===== src/rtl/ysyx_24080014_wbu.sv =====
// ysyx_24080014_wbu: write-back unit with a one-entry holding register,
// the architectural register file and the retirement counter.
// Optional feature macro: WBU_BYPASS_EN -- forwards the held, not yet
// retired write onto the read ports in the same cycle.
module ysyx_24080014_wbu #(
    parameter int NR_REG = 32
) (
    input  logic        clk,
    input  logic        rst,
    input  logic        wb_valid,
    output logic        wb_ready,
    input  logic [31:0] wb_pc,
    input  logic [4:0]  wb_rd,
    input  logic        wb_wen,
    input  logic [31:0] wb_wdata,
    input  logic        commit_stall,
    input  logic [4:0]  rs1_addr,
    output logic [31:0] rs1_data,
    input  logic [4:0]  rs2_addr,
    output logic [31:0] rs2_data,
    output logic        commit_valid,
    output logic [31:0] commit_pc,
    output logic [31:0] instret
);

    localparam int         IW     = (NR_REG > 1) ? $clog2(NR_REG) : 1;
    localparam logic [5:0] NR_LIM = 6'(NR_REG);

    typedef enum logic {
        EMPTY = 1'b0,
        FULL  = 1'b1
    } state_t;

    state_t      state;
    state_t      state_nxt;

    logic        hold_valid;
    logic [31:0] hold_pc;
    logic [4:0]  hold_rd;
    logic        hold_wen;
    logic [31:0] hold_wdata;

    logic        accept;
    logic        retire;
    logic        wr_en;
    logic [31:0] last_pc;

    logic [31:0] regs [NR_REG];

    // Index 0 and indices beyond the implemented file are not real registers.
    function automatic logic in_range(input logic [4:0] idx);
        return (idx != 5'd0) && ({1'b0, idx} < NR_LIM);
    endfunction

    // Read path: out-of-range and x0 read as zero; optional forwarding of the held write.
    function automatic logic [31:0] rf_read(input logic [4:0] idx);
        if (!in_range(idx)) begin
            return '0;
        end
`ifdef WBU_BYPASS_EN
        if (hold_valid && hold_wen && (hold_rd == idx)) begin
            return hold_wdata;
        end
`endif
        return regs[idx[IW-1:0]];
    endfunction

    assign hold_valid = (state == FULL);

    // Handshake, retirement and next-state decode.
    always_comb begin
        state_nxt    = state;
        wb_ready     = !hold_valid || !commit_stall;
        accept       = wb_valid && wb_ready;
        retire       = hold_valid && !commit_stall;
        commit_valid = retire;
        wr_en        = retire && hold_wen && in_range(hold_rd);
        commit_pc    = retire ? hold_pc : last_pc;
        case (state)
            EMPTY: if (accept) state_nxt = FULL;
            FULL:  if (retire && !accept) state_nxt = EMPTY;
            default: state_nxt = EMPTY;
        endcase
    end

    // State register.
    always_ff @(posedge clk or negedge rst) begin
        if (!rst) begin
            state <= EMPTY;
        end else begin
            state <= state_nxt;
        end
    end

    // Holding register captures the incoming result on every accept.
    always_ff @(posedge clk or negedge rst) begin
        if (!rst) begin
            hold_pc    <= '0;
            hold_rd    <= '0;
            hold_wen   <= 1'b0;
            hold_wdata <= '0;
        end else if (accept) begin
            hold_pc    <= wb_pc;
            hold_rd    <= wb_rd;
            hold_wen   <= wb_wen;
            hold_wdata <= wb_wdata;
        end
    end

    // Retirement bookkeeping: last committed PC and the retired-instruction counter.
    always_ff @(posedge clk or negedge rst) begin
        if (!rst) begin
            last_pc <= '0;
            instret <= '0;
        end else if (retire) begin
            last_pc <= hold_pc;
            instret <= instret + 32'd1;
        end
    end

    // Register file write on retirement of a writing instruction.
    always_ff @(posedge clk or negedge rst) begin
        if (!rst) begin
            regs <= '{default: '0};
        end else if (wr_en) begin
            regs[hold_rd[IW-1:0]] <= hold_wdata;
        end
    end

    // Combinational read ports.
    always_comb begin
        rs1_data = rf_read(rs1_addr);
        rs2_data = rf_read(rs2_addr);
    end

endmodule


===== config.mk =====
export PLATFORM = sky130hd
export DESIGN_NAME = ysyx_24080014_wbu
export DESIGN_NICKNAME = d
export VERILOG_FILES = /design/src/rtl/ysyx_24080014_wbu.sv
export SDC_FILE = /design/constraint.sdc
export NUM_CORES = 2
export LEC_CHECK = 0
export BUFFER_PORTS_ARGS = -buffer_cell sky130_fd_sc_hd__buf_4
export CORE_MARGIN = 10
export CORE_UTILIZATION = 65
export DETAILED_ROUTE_END_ITERATION = 8
export PLACE_DENSITY = 0.85
export SYNTH_ARGS = -nofsm -noshare
export SYNTH_HDL_FRONTEND = slang
export SYNTH_SLANG_ARGS = --single-unit

===== constraint.sdc =====
create_clock -name clk -period 4.8 [get_ports clk]
set_input_delay 0.24 -clock clk [delete_from_list [all_inputs] [get_ports clk]]
set_output_delay 0.24 -clock clk [all_outputs]
set_load 0.1 [all_outputs]

**Word level (Yosys, flattened, before mapping)**

Cells that the tools add are included.
W data, S select, Z words.

- Add/subtract/negate cells: 1
- $lt $le $gt $ge: 4
- Muxes and demuxes: 15
- Bitwise logic cells: 4
- Reduce and logical (&&, ||, !) cells: 13

Operator list:

| cell | number |
|---|---|
| $bwmux W1024 | 1 |
| $bmux W32 S5 | 2 |
| $mux W32 | 8 |
| $demux W32 S5 | 1 |
| $add A32 B1 Y32 const B | 1 |
| $ge A6 B6 Y1 const B | 3 |
| $not A5 Y6 | 3 |
| $reduce_bool A5 Y1 | 3 |
| $logic_and A1 B1 Y1 | 6 |
| $lt A6 B1 Y1 const B | 1 |
| $logic_not A1 Y1 | 3 |
| $mux W1 | 2 |
| $pmux W1 S2 | 1 |
| $logic_or A1 B1 Y1 | 1 |
| $not A1 Y1 | 1 |

- Register bits after elaboration: 1159
- Input bits: 84
- Output and inout port bits: 130

**Depth between registers and ports, before layout**

- Depth after elaboration: 7
- Gate-level depth with buffers: 10

**Worst setup path before layout**

No wires, ideal clock.

- Kind: input to output
- From: input port rs2_addr[0]
- To: output port rs2_data[13]
- Data arrival time: 4365 ps
- Setup slack: 195 ps
- Cell stages on the path: 8
- Buffers on the path: 3
- Cells stage by stage: buf_4 buf_2 buf_2 nand2b_1 o22ai_1 a221oi_1 o22ai_1 nor4_1

- Cells in the longest elaborated chain, start to end: 5
- Elaborated cells between the ends (all ways): 6
- Classes of those cells: mux: 4; bitwise: 1; reduce/logical: 1

RTL lines:

| element | line | RTL |
|---|---|---|
| start: declaration | 19 | `input logic [4:0] rs2_addr,` |
| $not A5 Y6 (not written as such) | 65 | `return regs[idx[IW-1:0]];` |
| $bmux W32 S5 | 65 |  |
| $mux W32 (not written as such) (2 in series) | 65 |  |
| $mux W32 (*) | 65 |  |
| end: declaration | 20 | `output logic [31:0] rs2_data,` |

Every way passes the cells marked *; elsewhere a longest branch is shown, timed or not. The select of a mux whose other input is x is not followed.

**Worst setup path after layout**

- From: input port rs1_addr[1]
- To: output port rs1_data[14]

- Cells in the longest elaborated chain, start to end: 5
- Elaborated cells between the ends (all ways): 6
- Classes of those cells: mux: 4; bitwise: 1; reduce/logical: 1

RTL lines:

| element | line | RTL |
|---|---|---|
| start: declaration | 17 | `input logic [4:0] rs1_addr,` |
| $not A5 Y6 (not written as such) | 65 |  |
| $bmux W32 S5 | 65 |  |
| $mux W32 (not written as such) (2 in series) | 65 |  |
| $mux W32 (*) | 65 |  |
| end: declaration | 18 | `output logic [31:0] rs1_data,` |

Marks and branches as above.

==> impl_metrics.env <==
export IMPL_io_pin_count=214
export IMPL_wl_um=174000
export IMPL_crit_arrival_ps=3450
export IMPL_cts_setup_buffers=0
export IMPL_ys_types=48
export IMPL_ant_nets=0
export IMPL_tritoncts="done"
export IMPL_path_clk_slew_ps=60
export IMPL_cts_root_buffer="clkbuf_16"
export IMPL_yosys_area_share_simple_pct=2.57
export IMPL_drc=0
export IMPL_start_util_pct=65.6
export IMPL_syn2layout_area_growth_pct=12.4
export IMPL_max_clock_freq_mhz=271
export IMPL_setup_violations=0
export IMPL_cp_max_fo=68
export IMPL_endpoint="rs1_data[14]"
export IMPL_routedWlPerCell_um=33.1
export IMPL_final_cell_mix="dfrtp_1 (1159), mux2_2 (1065), mux4_2 (477), buf_4 (286), nand2_1 (133)"
export IMPL_drt_iter0_markers=4877
export IMPL_p_leak_nw=30.4
export IMPL_fin_crit_sh_pct=76.9
export IMPL_place_inst=4975
export IMPL_nets=4076
export IMPL_stdcell_count=5270
export IMPL_hold_viol=0
export IMPL_cap_violations=0
export IMPL_core_rowCount=110
export IMPL_skew_ps=21.3
export IMPL_r2r_end="regs[689]$_DFFE_PN0P_"
export IMPL_die_area_um2=104000
export IMPL_syn_num_nets=3992
export IMPL_cts_buffers=117
export IMPL_drive_gt1_share_pct=51.4
export IMPL_startpoint="rs1_addr[1]"
export IMPL_cts_sinks=1159
export IMPL_postSynthCellCount=3907
export IMPL_rrSetupSlack_ps=1340
export IMPL_slew_viol_final=0
export IMPL_yosysWarnings=0
export IMPL_place_hpwl_um=99800
export IMPL_final_common_cell="dfrtp_1"
export IMPL_grt_pass1_vias=40750
export IMPL_cts_path_max_buffers=3
export IMPL_peakVddDrop_v=0.000456
export IMPL_outcome="finished, final reports clean"
export IMPL_vias_per_cell=7.39
export IMPL_syn_area_um2=59300
export IMPL_rsz0062_at_grt="false"
export IMPL_grt_overflow_total=0
export IMPL_grt_pass1_wl_um=262000
export IMPL_relSlewSlack_pct=8.95
export IMPL_grt_max_degree=134
export IMPL_required_ps=4560
export IMPL_worstSkewPairLatency_ps=720
export IMPL_grt_use_total_pct=33.8
export IMPL_holdWs_ps=88.1
export IMPL_die_x_um=322
export IMPL_die_y_um=322
export IMPL_synth_adder_area_share_pct=0.0211
export IMPL_fin_crit_ps=3690
export IMPL_core_um2=90300
export IMPL_hold_class="in -> reg"
export IMPL_tightest_slew_ps=1370
export IMPL_path_class="in -> out"
export IMPL_synth_compound_area_share_pct=3.26
export IMPL_yosysSeqAreaShare_pct=48.9
export IMPL_synth_top_family_by_area="multiplexers"
export IMPL_dr_pass1_iters=5
export IMPL_avgSynthCellArea_um2=15.2
export IMPL_critPathCaptureType="output port"
export IMPL_synth_mux_area_share_pct=41.4
export IMPL_dr_total_vias=38948
export IMPL_synthXorXnorAreaFrac_pct=0.458
export IMPL_powerDensity_nw_per_um2=467
export IMPL_cp_start_kind="input port"
export IMPL_antenna_found_initial=5
export IMPL_fin_setup_tns_ps=0
export IMPL_htreeDepth=3
export IMPL_ys_seq_elements=1159
export IMPL_rr_startpoint="hold_valid$_DFF_PN0_"
export IMPL_reg2regPathDepth=8
export IMPL_fin_util_pct=73.8
export IMPL_routabilityCongestion=0.859
export IMPL_portBuffers=213
## sequential cells by signal, summed over array words and instances (netlist names)
name        flops
hold_valid      1
hold_pc        32
hold_wdata     32
regs         1024
hold_rd         5
last_pc        32
hold_wen        1
instret        32
## critical path: stages
cell	delay (ps)
buf_6	710
and2_4	690
buf_12	350
a22o_1	220
a2111oi_0	70
nor3_1	640
buf_4	420
## routing by layer
layer  track usage, %  part of all wire, %  up-vias
met4             16.8                  5.6        4
met5                0                0.014        -
met3             8.34                   11      608
met2             52.6                   47     2536
met1             44.2                   37    20587
li1                 -                    -    15213
## timing repair
action,4_1_cts,5_1_grt
endpoints found under the setup margin,0,0
hold endpoints to repair,150,0
resized for setup,0,0
hold buffers,73,0
## kinds of logic (layout without fill, tap and decap cells)
kind of cell	after synthesis	after routing
compound gates	261	261
xor+xnor	31	31
fa+ha+maj	1	1
buf+inv	433	615
flops	1159	1159
mux	1715	1715
other cells	0	5
simple gates	307	307
## layout make-up
type / instances / area, um^2
multi-input combinational: 2315 / 28500
antenna: 5 / 12.5
clock inverter: 43 / 669
tap: 1176 / 1470
inverter: 4 / 15.0
fill: 5284 / 23600
sequential: 1159 / 29000
clock buffer: 174 / 3450
timing repair buffer: 394 / 3530
## report_power, final
group	internal (W)	switching, W
Combinational	0.00382	0.00356
Clock	0.00578	0.00399
Sequential	0.0119	0.00204
## cell usage after synthesis (all sizes together)
cell	n	area [um^2]
nand4bb	1	11.3
xnor2	24	210
nor4	7	62.6
a31oi	5	31.3
o221ai	25	219
nand4b	3	38.8
inv	4	15.0
nand3	19	95.1
clkbuf	223	837
nand3b	3	22.5
a22oi	17	128
nor3	50	280
a221o	7	70.1
a21oi	18	90.1
nor2b	14	87.6
dfrtp	1159	29000
and4	7	61.3
nand2b	10	62.6
mux2	1108	12500
buf	206	1160
and3b	1	8.76
xor2	7	61.3
nor4b	3	38.8
and3	2	12.5
or2	2	12.5
nor2	31	116
ha	1	12.5
a221oi	9	78.8
nand4	8	50.1
a2111oi	26	228
or3	2	12.5
mux2i	130	1300
nor3b	1	7.51
o22ai	89	557
nand2	141	529
a211oi	31	233
mux4	477	10700
a22o	34	298
and2	2	12.5
## metrics by stage
stage | area, um^2 | total power (W) | setup slack, ps
2_1_floorplan | 59300 | 0.0191 | 195
3_3_place_gp | 61800 | 0.0208 | 1240
3_5_place_dp | 61800 | 0.0212 | 1220
4_1_cts | 66600 | 0.0310 | 1200
5_1_grt | 66600 | 0.0322 | 1090
6_report | 66600 | 0.0311 | 1110
## how the worst min path moves through the flow
| stage | endpoint | slack (ps) | cells past startpoint | from |
|---|---|---|---|---|
| after detailed placement | last_pc[8]$_DFF_PN0_ | 370 | 1 | rst |
| after floorplan | hold_pc[0]$_DFFE_PN0P_ | -60 | 0 | rst |
| after global routing | instret[3]$_DFFE_PN0N_ | 90 | 4 | commit_stall |
| after CTS | instret[8]$_DFFE_PN0N_ | 40 | 4 | commit_stall |
| after global placement | last_pc[4]$_DFF_PN0_ | 350 | 1 | rst |
| final | instret[3]$_DFFE_PN0N_ | 90 | 4 | commit_stall |
No activity file was read; power rests on OpenSTA's default activity.
